`src/rtl/mux4_rr_arbiter.sv`:
```
// Round-robin owner selection for a shared 4:1 data mux.
// Grants are registered; dout is a combinational mux gated by valid.
module mux4_rr_arbiter #(
    parameter int DATA_W   = 1,
    parameter int MAX_HOLD = 4
) (
    input  logic              clk,
    input  logic              rst_n,
    input  logic [3:0]        req,
    input  logic [DATA_W-1:0] din0,
    input  logic [DATA_W-1:0] din1,
    input  logic [DATA_W-1:0] din2,
    input  logic [DATA_W-1:0] din3,
    output logic [3:0]        gnt,
    output logic [1:0]        sel,
    output logic              valid,
    output logic [DATA_W-1:0] dout
);

    localparam int CW = $clog2(MAX_HOLD + 1);

    typedef enum logic {
        IDLE,
        GRANT
    } state_t;

    state_t        state;
    logic [1:0]    last;
    logic [CW-1:0] hold_cnt;

    logic [3:0]    cand;
    logic [1:0]    base;
    logic [1:0]    win;
    logic [1:0]    idx;
    logic          found;

    // While granted, the owner is masked so only competitors can win
    always_comb begin
        cand  = req;
        base  = last;
        win   = '0;
        idx   = '0;
        found = 1'b0;
        if (state == GRANT) begin
            cand[sel] = 1'b0;
            base      = sel;
        end
        for (int k = 1; k <= 4; k++) begin
            idx = base + 2'(k);
            if (!found && cand[idx]) begin
                found = 1'b1;
                win   = idx;
            end
        end
    end

    always_ff @(posedge clk or negedge rst_n) begin
        if (!rst_n) begin
            state    <= IDLE;
            gnt      <= '0;
            sel      <= '0;
            valid    <= 1'b0;
            last     <= 2'd3;
            hold_cnt <= '0;
        end else begin
            unique case (state)
                IDLE: begin
                    if (found) begin
                        gnt      <= 4'b0001 << win;
                        sel      <= win;
                        valid    <= 1'b1;
                        hold_cnt <= CW'(1);
                        last     <= win;
                        state    <= GRANT;
                    end
                end
                GRANT: begin
                    if (!req[sel] && !found) begin
                        gnt   <= '0;
                        valid <= 1'b0;
                        state <= IDLE;
                    end else if (req[sel] && hold_cnt < CW'(MAX_HOLD)) begin
                        hold_cnt <= hold_cnt + CW'(1);
                    end else if (found) begin
                        gnt      <= 4'b0001 << win;
                        sel      <= win;
                        valid    <= 1'b1;
                        hold_cnt <= CW'(1);
                        last     <= win;
                    end
                end
                default: state <= IDLE;
            endcase
        end
    end

    always_comb begin
        dout = '0;
        if (valid) begin
            unique case (sel)
                2'd0: dout = din0;
                2'd1: dout = din1;
                2'd2: dout = din2;
                2'd3: dout = din3;
                default: dout = '0;
            endcase
        end
    end

endmodule

```
`config.mk`:
```
export PLATFORM = sky130hd
export DESIGN_NAME = mux4_rr_arbiter
export DESIGN_NICKNAME = d
export VERILOG_FILES = /design/src/rtl/mux4_rr_arbiter.sv
export SDC_FILE = /design/constraint.sdc
export NUM_CORES = 1
export LEC_CHECK = 0
export ABC_AREA = 1
export CORE_UTILIZATION = 50
export CTS_BUF_LIST = sky130_fd_sc_hd__clkbuf_4 sky130_fd_sc_hd__clkbuf_8
export DETAILED_ROUTE_END_ITERATION = 12
export PLACE_DENSITY_LB_ADDON = 0.2
export SYNTH_ARGS = -nofsm -noshare
export SYNTH_HDL_FRONTEND = slang
export SYNTH_SLANG_ARGS = --single-unit
```
`constraint.sdc`:
```
create_clock -name clk -period 1.8 [get_ports clk]
set_input_delay 0.36 -clock clk [delete_from_list [all_inputs] [get_ports clk]]
set_output_delay 0.36 -clock clk [all_outputs]
set_load 0.01 [all_outputs]
```
# ---- Word-level counts from Yosys, hierarchy flattened
# Cells that the tools add are included.
dict set report classes {
  n_addsub 4
  magnitude_cmp 7
  n_eq_ne 6
  n_shift 1
  mux 47
  n_bitwise 3
  reduce_logical 13
}
# cell n
set ops {}
lappend ops {{$mux 2} 11}
lappend ops {{$mux 1} 16}
lappend ops {{$mux 4} 4}
lappend ops {{$lt 2x3->1 const B} 5}
lappend ops {{$bmux 1 s2} 5}
lappend ops {{$mux 3} 3}
lappend ops {{$pmux 2 s2} 2}
lappend ops {{$pmux 4 s2} 1}
lappend ops {{$logic_and 1x1->1} 6}
lappend ops {{$pmux 3 s2} 1}
lappend ops {{$logic_not 1->1} 5}
lappend ops {{$add 2x2->2 const B} 2}
lappend ops {{$and 4x4->4} 1}
lappend ops {{$eq 2x2->1 const B} 2}
lappend ops {{$ne 2x2->1 const B} 2}
lappend ops {{$not 4->4} 1}
lappend ops {{$pmux 1 s2} 2}
lappend ops {{$pmux 1 s4} 1}
lappend ops {{$shl 1x2->4 const A} 1}
lappend ops {{$add 3x1->3 const B} 1}
lappend ops {{$lt 3x3->1 const B} 1}
lappend ops {{$ne 3x3->1 const B} 1}
lappend ops {{$add 2x1->2 const B} 1}
lappend ops {{$demux 1 s2} 1}
lappend ops {{other kinds (5)} 5}
dict set report totals {
  ff_bits 13
  input_bits 10
  out_inout_bits 8
}

# ---- Depth between registers and ports, before layout
dict set report logic_depth {
  depth_word 24
  mapped_depth 17
  mapped_depth_nobuf 16
}

# ---- Worst setup path after synthesis
# OpenSTA, ideal clock, no wires.
dict set report synth_timing {
  kind {register to register}
  start {register sel[0]}
  end {register gnt[0]}
  setup_ps 116
  arrival_ps 1703
  t_required_ps 1684
  setup_slack_ps -19
  stages_incl_launch_ff 16
  n_path_buf 1
  cell_sequence {dfrtp_1 > buf_4 > nand2_1 > nand2_4 > inv_8 > nand2_2 > nand2_4 > nand2_1 > nand2_2 > nand3_4 > nor2_8 > nand2_4 > o21ai_2 > inv_2 > nand2_1 > nand2_1}
}
dict set report synth_between {
  elab_chain_cells 24
  elab_cells_between_ends 46
  cone_classes {add/sub: 3; order compare: 2; eq/ne: 1; shift: 1; mux: 26; bitwise: 2; reduce/logical: 11}
}
# item line
set synth_lines {}
lappend synth_lines {{from (decl)} 15} ;# output logic [1:0] sel,
lappend synth_lines {{from (signal assigned)} 70} ;# sel <= win;
lappend synth_lines {{from (signal assigned)} 86} ;# sel <= win;
lappend synth_lines {{$lt 2x3->1 (not written as such) / $ge 2x1->1 (equally long branches)} 45} ;# cand[sel] = 1'b0;
lappend synth_lines {{$logic_and 1x1->1 (not written as such)} 45}
lappend synth_lines {{$mux 1 (not written as such)} 45}
lappend synth_lines {{$demux 1 s2} 45}
lappend synth_lines {{$not 4->4 (no line)} --}
lappend synth_lines {{$and 4x4->4 (no line)} --}
lappend synth_lines {{$mux 4} 44} ;# if (state == GRANT) begin
lappend synth_lines {{$bmux 1 s2} 50} ;# if (!found && cand[idx]) begin
lappend synth_lines {{[8 not listed]} --}
lappend synth_lines {{$logic_not 1->1} 50}
lappend synth_lines {{$logic_and 1x1->1} 50}
lappend synth_lines {{$mux 2} 50}
lappend synth_lines {{$shl 1x2->4} {69, 85}}
lappend synth_lines {{$mux 4} {68, 84}}
lappend synth_lines {{$mux 4} 82} ;# end else if (req[sel] && hold_cnt < CW'(MAX_HOLD)) begin
lappend synth_lines {{$mux 4} 78} ;# if (!req[sel] && !found) begin
lappend synth_lines {{$pmux 4 s2} 66} ;# unique case (state)
lappend synth_lines {{to (signal assigned)} 69} ;# gnt <= 4'b0001 << win;
lappend synth_lines {{to (signal assigned)} 85} ;# gnt <= 4'b0001 << win;
lappend synth_lines {{to (decl)} 14} ;# output logic [3:0] gnt,
# Parallel ways exist; a longest one is shown, timed or not. The select of a mux whose other input is x is not followed.
# A chain may end at the register's enable or synchronous reset.

# ---- Worst setup path after layout
dict set report layout_timing {
  start {register state}
  end {register gnt[3]}
}
dict set report layout_between {
  elab_chain_cells 19
  elab_cells_between_ends 36
  cone_classes {add/sub: 3; eq/ne: 1; shift: 1; mux: 22; bitwise: 1; reduce/logical: 8}
}
# item line
set layout_lines {}
lappend layout_lines {{from (decl)} 27} ;# state_t state;
lappend layout_lines {{from (signal assigned)} 59} ;# state <= IDLE;
lappend layout_lines {{from (signal assigned)} 74} ;# state <= GRANT;
lappend layout_lines {{from (signal assigned)} 81} ;# state <= IDLE;
lappend layout_lines {{$mux 2} 44}
lappend layout_lines {{$add 2x1->2} 49} ;# idx = base + 2'(k);
lappend layout_lines {{$bmux 1 s2} 50}
lappend layout_lines {{$mux 1 (not written as such)} 50}
lappend layout_lines {{$mux 1} 50}
lappend layout_lines {{$logic_not 1->1} 50}
lappend layout_lines {{$logic_and 1x1->1} 50}
lappend layout_lines {{$mux 1} 50}
lappend layout_lines {{[3 not listed]} --}
lappend layout_lines {{$logic_not 1->1} 50}
lappend layout_lines {{$logic_and 1x1->1} 50}
lappend layout_lines {{$mux 2} 50}
lappend layout_lines {{$shl 1x2->4} {69, 85}}
lappend layout_lines {{$mux 4} {68, 84}}
lappend layout_lines {{$mux 4} 82}
lappend layout_lines {{$mux 4} 78}
lappend layout_lines {{$pmux 4 s2} 66}
# Parallel ways exist; a longest one is shown, timed or not. The select of a mux whose other input is x is not followed.

==> results.txt <==
GRT met2 Usage - 45.9%
Max H-tree Level - 1
Final Instance Area - 1800 sq um
Final Skew - 0.00925 ns
GR peak layer - met2
Largest area contributor in the netlist - dfrtp_1
Worst-skew pair later-pin latency - 0.28 ns
Fin crit share - 116%
GR Overflow Total - 0
Setup CP Type - flip-flop to flip-flop
Largest family of logic cells by synthesized area - simple AND/OR/NAND/NOR gates
Warning count from the yosys run - 0
Cells along the critical path - buf_6 -> nand3_2 -> nand2_1 -> nand2_2 -> nand2_1 -> nand2_1 -> nand2_2 -> nand3_4 -> nor2_8 -> nand2_4 -> o21ai_2 -> inv_2 -> nand2_1 -> nand2_1
IO Count - 18
Layout Nets - 229
Die footprint - 2420 sq um
CTS clk-pin slew, worst paths - 0.09 ns
Number of vias per cell - 5.66
Placed cell area - 1530 sq um
Mux contribution to synthesized area - 0%
Max incr delay on CP - 0.53 ns
Top post-synthesis cells by area - dfrtp_1 (25%), nand2_1 (19%), nand3_1 (8.5%)
Die Ht - 49.2 microns
Layout cells sized above 1 - 50.7%
CP required - 1.96 ns
Setup crit end kind - flip-flop
Mapped Area - 1110 sq um
WL per Instance - 16.4 microns
Drt first pass iters - 7
Fmax - 0.478 GHz
Top FF cell, synth - dfrtp_1
Die W - 49.2 microns
XOR/XNOR Fraction of Synth Area - 0%
Most numerous cell in the Yosys netlist - nand2_1
# port buffers - 17
Largest net degree at the start of global routing - 14
Adder-Cell Fraction of Synth Area - 1.12%
Clock sinks - 13
CTS Buf Count - 3
Post-synth top cells - nand2_1 (57), nand3_1 (19), nand2_2 (14), inv_1 (12), dfrtp_1 (11)
Post-Syn Instances - 161
Number of synthesized flops with an enable pin - 0
Seq/Total Area, Yosys - 29.4%
Post-Synth Simple-Gate Area - 49.9%
CTS root buffer - clkbuf_4
Synth top area share - 24.7%
DRC Markers - 0
Distinct cell type count after synthesis - 26
CTS tree - yes
Hold Fails Final Rpt - 0
Status - complete, but fails checks
Hold Buf Count CTS - 0
Antenna violations before repair - 0
Hold/Removal Path Class - input pin to async pin
RSZ-0062 raised after global routing - true
CP max-delay cell - dfrtp_2
CP delay by family, top - simple AND/OR/NAND/NOR gates
DR vias - 1382
Syn nets - 172
GRT met3 Usage - 1.56%
Async SR Flop Fraction - 100%
Final critical-path setup slack - -0.294 ns
Avg Cell Area, Syn - 6.92 sq um
Synth Area in Compound Gates - 10.4%
Most frequent CP cell - nand2_1
Drt initial violations - 52
Routed Antenna Nets - 0
Rel. slew slack - 60.5%
Tmin final - 2.09 ns
GR Util All Layers - 25.0%
Fillers - 93
Worst Path Buf+Inv - 2
Internal reg-to-reg setup slack - -0.29 ns
Worst slew pin tran - 0.590 ns
Global-route wire length before repair - 4690 microns
Worst setup SP type - flip-flop
Pins Over Slew Limit - 0
Crit-path max FO - 8
Placed insts - 231
#FFs+latches synth - 13
Core region area - 2020 sq um
Vias in the first global route - 1148
Setup WS pre-CTS - -0.262 ns
GR Util met1 - 29.3%
DP HPWL - 2140 microns
Initial cell density of the core - 55.1%
Final cell count without fillers - 244
Maximum clock path buffer count - 2
RePlAce Congestion - 0.902
N_diodes - 0
Cell Rows - 16
Setup-failing EPs final - 12
Routed wire length - 4010 microns
Max-Cap Viols - 0
Crit path arrival time - 2.26 ns
Failing checks - negative setup slack
Area Overhead vs Synth - 61.7%
cell type report:
class,count,area (sq um),area share [%]
multi-input combinational,129,855,47.4
timing repair buffer,54,472,26.2
sequential,13,332,18.4
inverter,17,81.3,4.51
tap,27,33.8,1.87
clock buffer,4,30.0,1.67
cell usage in the layout, fill, tap and decap left out, types with 4 or more instances in the layout:
cell type	n
nand2_4	14
buf_4	30
nand3_1	14
o21ai_2	6
nand2_1	43
nand2_2	20
nand3_2	5
inv_1	11
clkbuf_4	4
buf_6	7
dfrtp_1	8
clkdlybuf4s50_1	15
inv_2	4
worst paths after layout:
| path | from | endpoint | cells past startpoint |
|---|---|---|---|
| max in group asynchronous | rst_n | state | 1 |
| max | state | gnt[3] | 14 |
| min reg2reg | last[0] | last[0] | 2 |
| max reg2reg | state | gnt[3] | 14 |
| min | rst_n | valid | 1 |
| min in group clk | last[0] | last[0] | 2 |
state kept, by name (all words and copies together), names as in the netlist:
name      count
valid         1
sel           2
gnt           4
state         1
hold_cnt      3
last          2
stage by stage:
step,utilization (%),TNS [ns],hold WS (ns)
detailed placement,75.5,-2.81,0.475
floorplan,-,0,0.0644
global placement,75.5,-1.87,0.464
global route,89.2,-3.99,0.486
finish,89.2,-2.73,0.448
CTS,80.3,-0.653,0.457
cell families after synthesis:
| logic type | count (synthesis) |
|---|---|
| compound gates | 19 |
| fa+ha+maj | 1 |
| buf+inv | 20 |
| flops | 13 |
| simple gates | 108 |
per-layer routing:
metal | part of all wire [%] | up-vias
li1 | - | 639
met1 | 40 | 657
met2 | 51 | 63
met3 | 4.6 | 23
met4 | 4.5 | 0
met5 | 0 | -
timing repair:
item,CTS,global route
pin swaps,5,1
endpoints found under the setup margin,15,13
gates resized for setup,14,44
gates cloned,1,0
buffers inserted,5,3
Power is not shown: default switching activity piles up to over one toggle a cycle in this logic, so the estimate is an artifact.
==> patch: new RTL, same flow settings <==
Set the parameter `MAX_HOLD` to 2 (it was 4).
--- a/src/rtl/mux4_rr_arbiter.sv
+++ b/src/rtl/mux4_rr_arbiter.sv
@@ -2,7 +2,7 @@
 // Grants are registered; dout is a combinational mux gated by valid.
 module mux4_rr_arbiter #(
     parameter int DATA_W   = 1,
-    parameter int MAX_HOLD = 4
+    parameter int MAX_HOLD = 2
 ) (
     input  logic              clk,
     input  logic              rst_n,
Check against the original RTL: not equivalent (a bounded check fails within 4 cycles, from zero or initial values and one cycle with rst_n low).
==> patch against the original RTL <==
The flow still finishes with violations (negative setup slack). Wire length is 1.9% higher. Final area increased by 1.0%. Area after synthesis is 2.6% lower. Sequential cell count fell by 1. Maximum frequency up 0.37%. Worst setup slack gained 7.7 ps. Synthesized cell count down 5.6%. Critical path type unchanged. Critical endpoint is now sel[1].
Power is not shown: default switching activity piles up to over one toggle a cycle in this logic, so the estimate is an artifact.
==> patch: results (changes against the original RTL) <==
set qor(latest_clock_arrival_within_the_worst_skew_pair_ps) 280 ;# about the same
set qor(grt_start_max_net_pins) 13 ;# was 14
set qor(ys_types) 26 ;# unchanged
set qor(layout.filler_cells) 85 ;# was 93
set qor(grt_use_total) 0.259 ;# was 0.250
set qor(final_setup_fails) 12 ;# unchanged
set qor(net_count_of_the_mapped_netlist) 162 ;# was 172
set qor(preCtsSetupSlack_ps) -297 ;# was -262 ps
set qor(fin_tns_setup_ps) -2570 ;# was -2730 ps
set qor(timing.critical_path.slowest_cell_delay_ps) 450 ;# was 530 ps
set qor(synth-async-reset-ratio) 1.00 ;# unchanged
set qor(clkTransAtPathRegs_ps) 70 ;# was 90 ps
set qor(status) {finished with violations} ;# unchanged
set qor(via_count) 1337 ;# was 1382
set qor(final_core_util) 0.910 ;# was 0.892
set qor(postSynth.topFlopCell) {dfrtp_1} ;# unchanged
set qor(grt_antenna_before_repair) 0 ;# unchanged
set qor(postPlaceCellArea_um2) 1490 ;# was 1530 um2
set qor(critPathArrivalTime_ps) 2250
set qor(final_nets) 213 ;# was 229
set qor(antenna-diode-count) 0 ;# unchanged
set qor(fin_ws_ps) -286 ;# was -294 ps
set qor(cpMaxStageDelayCell) {dfrtp_2} ;# unchanged
set qor(largest_reg_flops) 4 ;# unchanged
set qor(cts_h_tree_depth) 1 ;# unchanged
set qor(layout-drive-gt1-share) 0.525 ;# was 0.507
set qor(synth_sequential_area_ratio) 0.279 ;# was 0.294
set qor(clock_tree.buffer_depth) 2 ;# unchanged
set qor(synthTopCellsByArea) {dfrtp_1, nand2_1, nand2_4} ;# was dfrtp_1, nand2_1, nand3_1
set qor(cts_buffers) 3 ;# unchanged
set qor(worst_slew_pin_slew_ps) 538 ;# was 590 ps
set qor(dpl.hpwl_um) 2020 ;# was 2140 um
set qor(ctsRootBufferMaster) {clkbuf_4} ;# unchanged
set qor(first_global_vias) 1190 ;# was 1148
set qor(registers.top_by_ff_count) {gnt} ;# unchanged
set qor(final.setup_skew_ps) 1.70 ;# was 9.25 ps
set qor(fmaxAchievable_mhz) 479 ;# was 478 MHz
set qor(critical_path.max_fanout) 5 ;# was 8
set qor(violated_checks) {negative setup slack} ;# unchanged
set qor(drt_wl_total_um) 4090 ;# was 4010 um
set qor(gp_congestion) 0.877 ;# was 0.902
set qor(ys_warn_count) 0 ;# unchanged
set qor(grt_first_pass_wirelength_um) 4810 ;# was 4690 um
set qor(drtIter0Drc) 63 ;# was 52
set qor(critical_path.top_delay_family) {simple AND/OR/NAND/NOR gates} ;# unchanged
set qor(numPortBuffers) 17 ;# unchanged
set qor(detail_route.first_pass.iterations) 5 ;# was 7
set qor(timing.hold.worst.class) {primary input to async pin} ;# unchanged
set qor(synth.cells.most_frequent) {nand2_1, nand3_1, inv_1} ;# was nand2_1, nand3_1, nand2_2
[patch: layer usage]
layer,vias to the layer above,share of wire,track usage
met5,-,0,0
met1,634,0.40,0.291
met4,0,0.042,0.123
li1,594,-,-
met2,90,0.49,0.493
met3,19,0.069,0.0126
[patch: cells by family (layout without fill, tap and decap cells)]
family                 count (synthesis)  in the layout  synth area share
and+or+nand+nor                       98             98             0.508
AOI/OAI and AO/OA                     24             24             0.143
DFF                                   12             12             0.279
buffers and inverters                 18             68            0.0703
[patch: layout make-up]
class,count,area share
tap,27,0.0185
multi-input combinational,122,0.494
timing repair buffer,48,0.261
clock buffer,4,0.0199
sequential,12,0.168
inverter,16,0.0385
[patch: metrics by stage]
stage,std cells,hold slack [ps]
floorplan,152,64.4
global placement,213,469
detailed placement,213,476
CTS,221,435
global route,229,475
finish,229,431
[patch: worst register-to-register path: stages (launching register included)]
cell	delay (ps)
dfrtp_2	450
buf_12	160
buf_4	150
nand3_2	100
nand2_2	90
nand2_1	100
nand2_2	100
nand2_1	100
nand2_1	90
nand3_1	90
nand2_1	80
inv_1	90
nand2_2	90
buf_4	150
nand2_2	60
o21ai_1	70
[patch: timing repair]
action                                  4_1_cts  5_1_grt
setup buffers                                 4        7
cloned                                        0        1
endpoints found under the setup margin       14       13
gates resized for setup                      15       39
pin swaps                                     2        7
hold endpoints to repair                      0        0
[patch: path summary, 6_finish.rpt]
check / from / to / slack [ps] / depth (start not counted)
max: state / sel[1] / -290 / 15
min: rst_n / hold_cnt[1] / 430 / 1
max reg2reg: state / sel[1] / -290 / 15
min reg2reg: hold_cnt[1] / hold_cnt[1] / 500 / 2
max in group asynchronous: rst_n / sel[1] / 980 / 1
min in group clk: hold_cnt[1] / hold_cnt[1] / 500 / 2
